$ cat config.mk
export PLATFORM = sky130hd
export DESIGN_NAME = sd_image_reader
export DESIGN_NICKNAME = d
export VERILOG_FILES = /design/src/rtl/sd_image_reader.sv
export SDC_FILE = /design/constraint.sdc
export NUM_CORES = 1
export LEC_CHECK = 0
export ABC_AREA = 1
export CAP_MARGIN = 25
export CELL_PAD_IN_SITES_DETAIL_PLACEMENT = 0
export CELL_PAD_IN_SITES_GLOBAL_PLACEMENT = 1
export CORE_MARGIN = 1.5
export CORE_UTILIZATION = 37
export CTS_CLUSTER_DIAMETER = 100
export CTS_CLUSTER_SIZE = 20
export DETAILED_ROUTE_END_ITERATION = 6
export PLACE_DENSITY_LB_ADDON = 0.1
export SKIP_CTS_REPAIR_TIMING = 1
export SLEW_MARGIN = 20
export SYNTH_ARGS = -nofsm -noshare
export SYNTH_HDL_FRONTEND = slang
export SYNTH_SLANG_ARGS = --single-unit
$ cat constraint.sdc
create_clock -name SD_clk_ref -period 2.1 [get_ports SD_clk_ref]
set_clock_uncertainty 0.1 [all_clocks]
set_input_delay 0.63 -clock SD_clk_ref [delete_from_list [all_inputs] [get_ports SD_clk_ref]]
set_output_delay 0.63 -clock SD_clk_ref [all_outputs]
set_load 0.01 [all_outputs]
$ cat src/rtl/sd_image_reader.sv
// sd_image_reader
//   Read-side sequencer for the SD card image path. When an image read is
//   requested, it issues one sector read per sector, walking consecutive
//   sector addresses from IMG_START_SEC. Each 16-bit read word is registered
//   and forwarded into the 16w/32r FIFO. A sector is only started when the
//   FIFO has room for a whole sector. Image completion is reported on
//   image_done_n.
//
// Ports
//   SD_clk_ref, sys_rst_n       clock, async active-low reset
//   sd_init_done                SD controller ready; gates requests
//   sys_image_read_req          request level; its rising edge is the request
//   rd_busy/rd_val_en/rd_val_data   controller read-port status and data
//   rd_start_en/rd_sec_addr     sector-read start pulse and address
//   fifo_wr_en/fifo_wr_data     FIFO write port
//   fifo_full/fifo_wr_len       FIFO status (write-side fill in words)
//   image_done_n                low once the last image is fully read
//   sec_cnt                     sectors completed in the current image
//   overflow_err/short_err      sticky error flags, cleared by reset only
//
// State | meaning
//   IDLE        | waiting for a request edge with the card initialised
//   WAIT_ROOM   | waiting for a sector's worth of FIFO space and idle controller
//   START       | one-cycle sector-read start pulse
//   WAIT_BUSY_H | waiting for the controller to accept the read (with timeout)
//   WAIT_BUSY_L | sector transfer in progress; words forwarded to the FIFO
//   DONE        | flag image completion, then back to IDLE

module sd_image_reader #(
  parameter logic [31:0] IMG_START_SEC = 32'd10000,
  parameter logic [15:0] IMG_SEC_NUM   = 16'd1200,
  parameter int          FIFO_DEPTH    = 2048,
  parameter int          LEN_W         = 11,
  parameter int          BUSY_TIMEOUT  = 1023
) (
  input  logic             SD_clk_ref,
  input  logic             sys_rst_n,
  input  logic             sd_init_done,
  input  logic             sys_image_read_req,
  input  logic             rd_busy,
  input  logic             rd_val_en,
  input  logic [15:0]      rd_val_data,
  output logic             rd_start_en,
  output logic [31:0]      rd_sec_addr,
  output logic             fifo_wr_en,
  output logic [15:0]      fifo_wr_data,
  input  logic             fifo_full,
  input  logic [LEN_W-1:0] fifo_wr_len,
  output logic             image_done_n,
  output logic [15:0]      sec_cnt,
  output logic             overflow_err,
  output logic             short_err
);

  localparam int TMR_W = (BUSY_TIMEOUT > 1) ? $clog2(BUSY_TIMEOUT) : 1;

  // Free space is computed one bit wider than the level so it cannot wrap.
  localparam logic [LEN_W:0] DEPTH_C  = (LEN_W+1)'(FIFO_DEPTH);
  localparam logic [LEN_W:0] SECTOR_W = (LEN_W+1)'(256);

  typedef enum logic [2:0] {
    IDLE,
    WAIT_ROOM,
    START,
    WAIT_BUSY_H,
    WAIT_BUSY_L,
    DONE
  } state_t;

  state_t           state_q, state_d;
  logic             req_q, req_d;
  logic [15:0]      sec_idx_q, sec_idx_d;
  logic [15:0]      sec_cnt_q, sec_cnt_d;
  logic [8:0]       wcnt_q, wcnt_d;
  logic [TMR_W-1:0] tmr_q, tmr_d;
  logic             start_q, start_d;
  logic [31:0]      addr_q, addr_d;
  logic             wr_en_q, wr_en_d;
  logic [15:0]      wr_data_q, wr_data_d;
  logic             done_n_q, done_n_d;
  logic             ovf_q, ovf_d;
  logic             short_q, short_d;

  logic [LEN_W:0]   free_room;
  logic             room_ok;
  logic             req_edge;

  assign free_room = DEPTH_C - {1'b0, fifo_wr_len};
  assign room_ok   = (free_room >= SECTOR_W) && !fifo_full && !rd_busy;
  assign req_edge  = sys_image_read_req && !req_q;

  always_ff @(posedge SD_clk_ref or negedge sys_rst_n) begin
    if (!sys_rst_n) begin
      state_q   <= IDLE;
      req_q     <= 1'b0;
      sec_idx_q <= '0;
      sec_cnt_q <= '0;
      wcnt_q    <= '0;
      tmr_q     <= '0;
      start_q   <= 1'b0;
      addr_q    <= '0;
      wr_en_q   <= 1'b0;
      wr_data_q <= '0;
      done_n_q  <= 1'b1;
      ovf_q     <= 1'b0;
      short_q   <= 1'b0;
    end else begin
      state_q   <= state_d;
      req_q     <= req_d;
      sec_idx_q <= sec_idx_d;
      sec_cnt_q <= sec_cnt_d;
      wcnt_q    <= wcnt_d;
      tmr_q     <= tmr_d;
      start_q   <= start_d;
      addr_q    <= addr_d;
      wr_en_q   <= wr_en_d;
      wr_data_q <= wr_data_d;
      done_n_q  <= done_n_d;
      ovf_q     <= ovf_d;
      short_q   <= short_d;
    end
  end

  always_comb begin
    state_d   = state_q;
    req_d     = sys_image_read_req;
    sec_idx_d = sec_idx_q;
    sec_cnt_d = sec_cnt_q;
    wcnt_d    = wcnt_q;
    tmr_d     = tmr_q;
    start_d   = 1'b0;
    addr_d    = addr_q;
    wr_en_d   = 1'b0;
    wr_data_d = wr_data_q;
    done_n_d  = done_n_q;
    ovf_d     = ovf_q;
    short_d   = short_q;

    // Words are only accepted while a sector read is outstanding; a word
    // that finds the FIFO full is lost but still counted toward the sector.
    if ((state_q == WAIT_BUSY_H || state_q == WAIT_BUSY_L) && rd_val_en) begin
      if (fifo_full) begin
        ovf_d = 1'b1;
      end else begin
        wr_en_d   = 1'b1;
        wr_data_d = rd_val_data;
      end
      if (wcnt_q != 9'd511) wcnt_d = wcnt_q + 9'd1;
    end

    case (state_q)
      IDLE: begin
        if (req_edge && sd_init_done) begin
          state_d   = WAIT_ROOM;
          sec_idx_d = '0;
          sec_cnt_d = '0;
          done_n_d  = 1'b1;
        end
      end
      WAIT_ROOM: begin
        if (room_ok) begin
          state_d = START;
          start_d = 1'b1;
          addr_d  = IMG_START_SEC + {16'd0, sec_idx_q};
        end
      end
      START: begin
        wcnt_d  = '0;
        tmr_d   = TMR_W'(BUSY_TIMEOUT - 1);
        state_d = WAIT_BUSY_H;
      end
      WAIT_BUSY_H: begin
        if (rd_busy) begin
          state_d = WAIT_BUSY_L;
        end else if (tmr_q == '0) begin
          state_d = WAIT_ROOM;
        end else begin
          tmr_d = tmr_q - 1'b1;
        end
      end
      WAIT_BUSY_L: begin
        if (!rd_busy) begin
          // Uses the post-increment count so a word on the final cycle counts.
          if (wcnt_d != 9'd256) short_d = 1'b1;
          sec_idx_d = sec_idx_q + 16'd1;
          sec_cnt_d = sec_cnt_q + 16'd1;
          state_d   = (sec_idx_d == IMG_SEC_NUM) ? DONE : WAIT_ROOM;
        end
      end
      DONE: begin
        done_n_d = 1'b0;
        state_d  = IDLE;
      end
      default: state_d = IDLE;
    endcase
  end

  assign rd_start_en  = start_q;
  assign rd_sec_addr  = addr_q;
  assign fifo_wr_en   = wr_en_q;
  assign fifo_wr_data = wr_data_q;
  assign image_done_n = done_n_q;
  assign sec_cnt      = sec_cnt_q;
  assign overflow_err = ovf_q;
  assign short_err    = short_q;

endmodule
==> reports/metrics.cfg, run 1 <==
[run_status]
outcome=finished clean

[clocking]
cts_buffer_depth=2
clock_sink_count=93
cts_max_level=3
clock-root-buffer=clkbuf_16
cts_tree=yes
numCtsBuffers=9
clk_latency_ns=0.35
clk_pin_slew_ns=0.07

[yosys]
async_flop_share=1.00
yosysWarnings=0
syn_avg_cell_area_um2=7.77
syn_inst=639
seq_area_frac_synth=0.469
synth_edf_count=0
syn_area_mm2=0.00497
yosys.area.top_type=dfrtp_1
ys_top_cells_by_area=dfrtp_1 (46%), nand2_1 (15%), inv_1 (4.7%)
ys_types=45
synth_top_cell_area_share=0.464
postSynthRegisterBits=93
synthFlopType=dfrtp_1

[placement]
gp_congestion=0.838
dp_slack_ns=-0.272
placed_area_mm2=0.00631
io_buffers=87
hpwl_um=9470

[timing]
setup-tns-final_ns=0
post-route-period-util=0.982
rsz0062_at_grt=yes
setup_viol=0
hold-worst-slack_ns=0.0500
min_period_ns=2.06
fmax_mhz=485
hold_violations=0
slew_viol_final=0
setup_ws_ns=0.0387

[grt]
grtUsageMet3=0.0407
grt_overflow_total=0
grt_max_degree=31
antenna_found_initial=0
first_global_vias=4292
busiest_layer=met2
grt_pass1_wl_um=20900
met2_usage=0.298
grt_util_all_layers=0.185
globalRouteMet1Util=0.251

[cells_and_area]
final_area_mm2=0.00671
mostFrequentLayoutCells=nand2_1 (198), dfrtp_1 (89), clkdlybuf4s50_1 (85), inv_1 (61), nor2_1 (53)
area_delta_synth_final_pct=35.1
drive_above_1_share=0.151
layout_commonest_cell=nand2_1
fin_util=0.509
nets=815
antennaDiodeCount=0

[worst_setup_path]
crit_chain=clkdlybuf4s50_1
slowest_delay_ns=0.57
critPathArrivalTime_ns=1.33
required_ns=1.37
cpLargestDelayFamily=buffers and inverters
end_kind=primary output
critical_path.slowest_cell=clkdlybuf4s50_1
critPathBufInv=1
cp-start-kind=flip-flop
crit_fanout=4
worst-setup-path-type=reg2out

[floorplan]
chipHeight_um=119
design.die.area_mm2=0.0141
die_w_um=119
io-pin-count=103
fp-row-count=42
fp.coreArea_mm2=0.0132
initial_core_util=0.376

[drt]
wl_um=12600
vias=4503
dr.first_iter.drc_count=189
ant_nets=0
routed_via_density=4.71
drtPass1Iterations=4
drc=0
wl_per_cell_um=13.1

[run]
drv_cap=0

[pwr]
power.density_mw_per_mm2=1100
ir_worst_vdd_mv=0.568
power_leakage_nw=3.16

[min_path]
min-delay-path-class=in2async

## where the power goes
part           switching, mW  total (mW)  internal [mW]
logic                   1.42        2.80           1.38
registers              0.509        2.89           2.38
clock network          0.715        1.70          0.988
total                   2.65        7.39           4.75
## cells in the mapped netlist, types with 2 or more instances
master,n
nand4_1,11
or2_2,2
a21o_1,2
nor2_4,5
o31ai_1,3
ha_1,5
buf_2,6
nor3_1,9
nand2_1,200
nor2_1,56
nand3_2,2
dfrtp_1,92
o21a_1,2
o22ai_1,4
nand3b_1,3
nor2_2,5
xor2_1,9
nor4_1,3
nor2_8,2
buf_4,15
nand2_2,5
nand3_1,40
a21oi_1,17
clkbuf_1,3
inv_1,62
o21ai_0,32
inv_2,7
nand2_4,3
o21ai_1,18
## routing by layer
| layer | routed length (um) | vias to the layer above |
|---|---|---|
| met5 | 0 | - |
| met4 | 140 | 0 |
| met3 | 463 | 9 |
| met2 | 5900 | 90 |
| met1 | 6070 | 2114 |
| li1 | - | 2290 |
## sequential cells by signal, summed over array words and instances (netlist names)
signal / flops
state_q: 3
image_done_n: 1
overflow_err: 1
rd_start_en: 1
sec_cnt: 16
req_q: 1
wcnt_q: 9
fifo_wr_en: 1
fifo_wr_data: 16
sec_idx_q: 16
short_err: 1
tmr_q: 10
rd_sec_addr: 17
## path summary, 6_finish.rpt
path | startpoint | endpoint | slack, ns | cells past startpoint
hold reg to reg | fifo_wr_data[4] | fifo_wr_data[4] | 0.37 | 2
setup / recovery | sec_cnt[0] | sec_cnt[0] | 0.04 | 1
setup reg to reg | sec_idx_q[1] | state_q[2] | 0.13 | 13
hold / removal | sys_rst_n | wcnt_q[1] | 0.05 | 1
min in group SD_clk_ref | fifo_wr_data[4] | fifo_wr_data[4] | 0.37 | 2
max in group asynchronous | sys_rst_n | fifo_wr_data[10] | 1.30 | 2
## cells by family after synthesis
logic type / count (synthesis) / share of synthesized area
XOR/XNOR: 10 / 0.0176
AND/OR/NAND/NOR: 349 / 0.318
adder cells (fa/ha/maj): 5 / 0.0126
AO/OA/AOI/OAI: 84 / 0.0927
buffers and inverters: 96 / 0.0874
other: 1 / 0.000755
flip-flops: 93 / 0.469
multiplexers: 1 / 0.00202
## through the flow
stage | power, mW | std cells
after detailed placement | 5.70 | 935
final | 7.39 | 957
after global routing | 7.92 | 957
after global placement | 5.65 | 935
after CTS | 7.44 | 951
after floorplan | 4.29 | 653
## final cells by class
cell class                 instances  area (um^2)
fill                            1312         6480
sequential                        93         2330
inverter                          70          265
tap                              176          220
multi-input combinational        464         2290
timing repair buffer             138         1290
clock inverter                     5         58.8
clock buffer                      11          253
Power figures use the tool's default switching activity.
==> run 2: changes to the inputs <==
CORE_MARGIN = 2   (was 1.5)
==> run 2 against run 1 <==
  * Die area increased by 1.7%
  * Maximum frequency rose by 0.54%
  * Register-to-register slack improved by 0.03 ns
  * Sequential power hardly changed
  * Critical path type unchanged
  * Final area fell by 0.58%
  * Largest cell class unchanged
  * Via count is 1.8% lower
  * Cell count fell by 0.21%
  * Utilization shrank 0.29 points
  * Non-clock buffer count is 2 lower
  * Clock-buffer cell count did not move
==> reports/metrics.cfg, run 2 (same netlist as run 1, synthesis figures left out) <==
[run_status]
outcome=finished clean  ; unchanged

[drt]
drtPass1Iterations=4  ; unchanged
wl_per_cell_um=13.1  ; about the same
wl_um=12500  ; was 12600 um
routed_via_density=4.63  ; was 4.71
dr.first_iter.drc_count=222  ; was 189
ant_nets=0  ; unchanged
drc=0  ; unchanged
vias=4424  ; was 4503

[grt]
grt_pass1_wl_um=21000  ; was 20900 um
antenna_found_initial=0  ; unchanged
grtUsageMet3=0.0295  ; was 0.0407
globalRouteMet1Util=0.252  ; was 0.251
busiest_layer=met2  ; unchanged
first_global_vias=4354  ; was 4292
met2_usage=0.295  ; was 0.298
grt_overflow_total=0  ; unchanged
grt_util_all_layers=0.184  ; was 0.185
grt_max_degree=41  ; was 31

[worst_setup_path]
required_ns=1.37  ; about the same
critPathArrivalTime_ns=1.32  ; was 1.33 ns
reg2reg_slack_ns=0.16  ; was 0.13 ns
worst-setup-path-type=reg2out  ; unchanged
r2r_cells=10  ; was 13
cpLargestDelayFamily=buffers and inverters  ; unchanged
crit_fanout=4  ; unchanged
reg2reg_to=state_q[2]  ; unchanged
r2r_start=sec_idx_q[6]  ; was sec_idx_q[1]
crit_chain=clkdlybuf4s50_1  ; unchanged
cp-start-kind=flip-flop  ; unchanged
critical_path.slowest_cell=clkdlybuf4s50_1  ; unchanged
end_kind=primary output  ; unchanged
critPathBufInv=1  ; unchanged
slowest_delay_ns=0.56  ; was 0.57 ns

[cells_and_area]
mostFrequentLayoutCells=nand2_1 (198), dfrtp_1 (89), clkdlybuf4s50_1 (85), inv_1 (62), nor2_1 (54)  ; was nand2_1 (198), dfrtp_1 (89), clkdlybuf4s50_1 (85), inv_1 (61), nor2_1 (53)
largest_register_ffs=17  ; unchanged
fin_util=0.506  ; was 0.509
layout_commonest_cell=nand2_1  ; unchanged
antennaDiodeCount=0  ; unchanged
nets=813  ; was 815
area_delta_synth_final_pct=34.3  ; was 35.1%
nFillCells=1316  ; was 1312
drive_above_1_share=0.141  ; was 0.151

[floorplan]
die_w_um=120  ; was 119 um
fp.coreArea_mm2=0.0132  ; unchanged
initial_core_util=0.376  ; unchanged
chipHeight_um=120  ; was 119 um
io-pin-count=103  ; unchanged
fp-row-count=42  ; unchanged
design.die.area_mm2=0.0144  ; was 0.0141 mm^2

[run]
drv_cap=0  ; unchanged

[timing]
post-route-period-util=0.976  ; was 0.982
hold_violations=0  ; unchanged
hold-worst-slack_ns=0.123  ; was 0.0500 ns
setup_ws_ns=0.0499  ; was 0.0387 ns
fmax_mhz=488  ; was 485 MHz
slew_viol_final=0  ; unchanged
setup_viol=0  ; unchanged
rsz0062_at_grt=yes  ; unchanged
min_period_ns=2.05  ; was 2.06 ns

[min_path]
min-delay-path-class=in2async  ; unchanged

[placement]
gp_congestion=0.902  ; was 0.838
hpwl_um=9450  ; was 9470 um
dp_slack_ns=-0.240  ; was -0.272 ns
io_buffers=87  ; unchanged

[clocking]
cts_tree=yes  ; unchanged
cts_buffer_depth=2  ; unchanged
clock_sink_count=93  ; unchanged
clk_latency_ns=0.34  ; was 0.35 ns
clock-root-buffer=clkbuf_16  ; unchanged
clk_pin_slew_ns=0.06  ; was 0.07 ns
numCtsBuffers=9  ; unchanged
cts_max_level=3  ; unchanged

[pwr]
ir_worst_vdd_mv=0.432  ; was 0.568 mV
power.density_mw_per_mm2=1120  ; was 1100 mW/mm^2
power_leakage_nw=3.15  ; was 3.16 nW

-- run 2: worst max-delay path by stage --
stage / startpoint / endpoint / slack [ns] / depth (start not counted)
detailed placement: sys_image_read_req / sec_cnt[3] / -0.24 / 9
global route: sec_idx_q[1] / state_q[2] / -0.02 / 13
floorplan: sd_init_done / sec_cnt[11] / 0.27 / 8
global placement: sys_image_read_req / sec_cnt[3] / -0.23 / 9
CTS: image_done_n / image_done_n / -0.05 / 1
finish: sec_cnt[14] / sec_cnt[14] / 0.05 / 1
-- run 2: report_power, final --
| part | internal, mW | switching (mW) | total (mW) |
|---|---|---|---|
| clock | 1.05 | 0.711 | 1.76 |
| sequential | 2.38 | 0.519 | 2.90 |
| combinational | 1.37 | 1.42 | 2.79 |
-- run 2: area by class of cell --
cell class / count / area [um^2] / area share
sequential: 93 / 2330 / 0.350
multi-input combinational: 464 / 2270 / 0.341
tap: 176 / 220 / 0.0330
inverter: 70 / 265 / 0.0398
clock buffer: 11 / 233 / 0.0349
timing repair buffer: 136 / 1260 / 0.189
clock inverter: 5 / 82.6 / 0.0124
-- run 2: stage by stage --
step	std cells	area, um^2	setup TNS [ns]	power (mW)
after floorplan	653	5020	0	4.29
after global placement	932	6280	-5.46	5.63
after detailed placement	932	6280	-6.93	5.68
after CTS	948	6590	-0.0596	7.50
after global routing	955	6670	-0.0246	8.04
final	955	6670	0	7.45
-- run 2: per-layer routing --
layer  vias up  wire, um  share of wire
met3        15       433          0.035
met2        87      5920           0.47
met5         -         0              0
met1      2030      5900           0.47
met4         0       211          0.017
li1       2292         -              -
==> run 3: changes to the inputs <==
GPL_TIMING_DRIVEN = 0   (was not set)
REMOVE_ABC_BUFFERS = 1   (was not set)
==> run 3 against run 2 <==
  * Non-clock buffer count decreased by 22
  * Combinational power decreased by 2%
  * Final area decreased by 0.21%
  * Flip-flop and latch count unchanged
  * Utilization decreased by 0.10 points
  * Via count decreased by 0.52%
  * Maximum frequency increased by 0.20%
  * Register-to-register slack got worse by 0.04 ns
  * Critical path type unchanged
  * Largest power group unchanged
==> reports/metrics.cfg, run 3 (same netlist as run 1, synthesis figures left out) <==
[worst_setup_path]
slowest_delay_ns=0.56  ; about the same
critPathArrivalTime_ns=1.32  ; about the same
crit_chain=clkdlybuf4s50_1  ; unchanged
critical_path.slowest_cell=clkdlybuf4s50_1  ; unchanged
cp-start-kind=flip-flop  ; unchanged
critPathBufInv=1  ; unchanged
cpLargestDelayFamily=buffers and inverters  ; unchanged
crit_fanout=5  ; was 4
required_ns=1.37  ; about the same
worst-setup-path-type=reg2out  ; unchanged
end_kind=primary output  ; unchanged

[clocking]
clock_sink_count=93  ; unchanged
cts_max_level=3  ; unchanged
clk_pin_slew_ns=0.06  ; about the same
clk_latency_ns=0.35  ; was 0.34 ns
cts_buffer_depth=2  ; unchanged
cts_tree=yes  ; unchanged
clock-root-buffer=clkbuf_16  ; unchanged
numCtsBuffers=9  ; unchanged

[cells_and_area]
layout_commonest_cell=nand2_1  ; unchanged
fin_util=0.505  ; was 0.506
final_area_mm2=0.00666  ; was 0.00667 mm^2
largest_register_ffs=17  ; unchanged
area_delta_synth_final_pct=34.0  ; was 34.3%
nets=791  ; was 813
mostFrequentLayoutCells=nand2_1 (198), dfrtp_1 (84), clkdlybuf4s50_1 (82), inv_1 (61), nor2_1 (51)  ; was nand2_1 (198), dfrtp_1 (89), clkdlybuf4s50_1 (85), inv_1 (62), nor2_1 (54)
antennaDiodeCount=0  ; unchanged
drive_above_1_share=0.136  ; was 0.141

[floorplan]
chipHeight_um=120  ; unchanged
die_w_um=120  ; unchanged
io-pin-count=103  ; unchanged
fp-row-count=42  ; unchanged
initial_core_util=0.376  ; unchanged
fp.coreArea_mm2=0.0132  ; unchanged
design.die.area_mm2=0.0144  ; unchanged

[pwr]
ir_worst_vdd_mv=0.650  ; was 0.432 mV
power.density_mw_per_mm2=1130  ; was 1120 mW/mm^2
power_leakage_nw=3.10  ; was 3.15 nW
p_total_mw=7.53  ; was 7.45 mW

[grt]
grt_util_all_layers=0.169  ; was 0.184
first_global_vias=4082  ; was 4354
antenna_found_initial=0  ; unchanged
grt_max_degree=75  ; was 41
grt_pass1_wl_um=19400  ; was 21000 um
grt_overflow_total=0  ; unchanged

[timing]
post-route-period-util=0.974  ; was 0.976
min_period_ns=2.05  ; about the same
setup_viol=0  ; unchanged
slew_viol_final=0  ; unchanged
setup_ws_ns=0.0539  ; was 0.0499 ns
fmax_mhz=489  ; was 488 MHz
hold_violations=0  ; unchanged
rsz0062_at_grt=no  ; was yes

[drt]
drtPass1Iterations=6  ; was 4
drc=0  ; unchanged
routed_via_density=4.72  ; was 4.63
ant_nets=0  ; unchanged
wl_per_cell_um=12.8  ; was 13.1 um
dr.first_iter.drc_count=235  ; was 222
wl_um=12000  ; was 12500 um
vias=4401  ; was 4424

[run_status]
outcome=finished clean  ; unchanged

[run]
drv_cap=0  ; unchanged

[placement]
io_buffers=87  ; unchanged
hpwl_um=8400  ; was 9450 um
dp_slack_ns=-0.800  ; was -0.240 ns
gp_congestion=0.811  ; was 0.902
placed_area_mm2=0.00598  ; was 0.00628 mm^2

[min_path]
min-delay-path-class=in2async  ; unchanged

## run 3: cell types whose count changed in the layout (fill, tap and decap cells not counted), sizes merged
cell / previous run / this run
buf: 50 / 27
clkdlybuf4s50: 85 / 82
dlymetal6s2s: 1 / 4
inv: 72 / 69
clkbuf: 11 / 13
bufinv: 2 / 3
clkinvlp: 0 / 1
## run 3: layout make-up
class | count | area [um^2]
Clock buffer | 12 | 246
Tap cell | 176 | 220
Sequential cell | 93 | 2340
Multi-Input combinational cell | 464 | 2350
Timing Repair Buffer | 114 | 1130
Inverter | 70 | 272
Fill cell | 1322 | 6530
Clock inverter | 4 | 95.1
## run 3: path summary, 6_finish.rpt
kind,from,to,slack (ns),depth (start not counted)
setup / recovery,sec_cnt[6],sec_cnt[6],0.05,1
hold / removal,sys_rst_n,rd_sec_addr[16],0.02,1
setup reg to reg,state_q[1],sec_cnt[9],0.12,9
hold reg to reg,short_err,short_err,0.36,2
max in group asynchronous,sys_rst_n,image_done_n,1.22,2
min in group SD_clk_ref,short_err,short_err,0.36,2
## run 3: layer usage
layer / vias up / track usage / part of all wire
li1: 2248 / - / -
met1: 2044 / 0.232 / 0.49
met2: 94 / 0.255 / 0.44
met3: 15 / 0.0385 / 0.046
met4: 0 / 0.0728 / 0.020
met5: - / 0 / 0
## run 3: report_power, final
part           total, mW  internal (mW)  switching [mW]
Sequential          2.92           2.39           0.534
Combinational       2.73           1.34            1.38
Clock               1.88           1.20           0.687
## run 3: per-stage QoR
step                      hold slack (ns)  setup TNS [ns]  cells
final                              0.0185               0    933
after global routing               0.0246               0    933
after CTS                          0.0153          -10.37    908
after detailed placement            0.358          -31.18    892
after global placement              0.347         -354.51    890
after floorplan                     0.234          -0.474    627
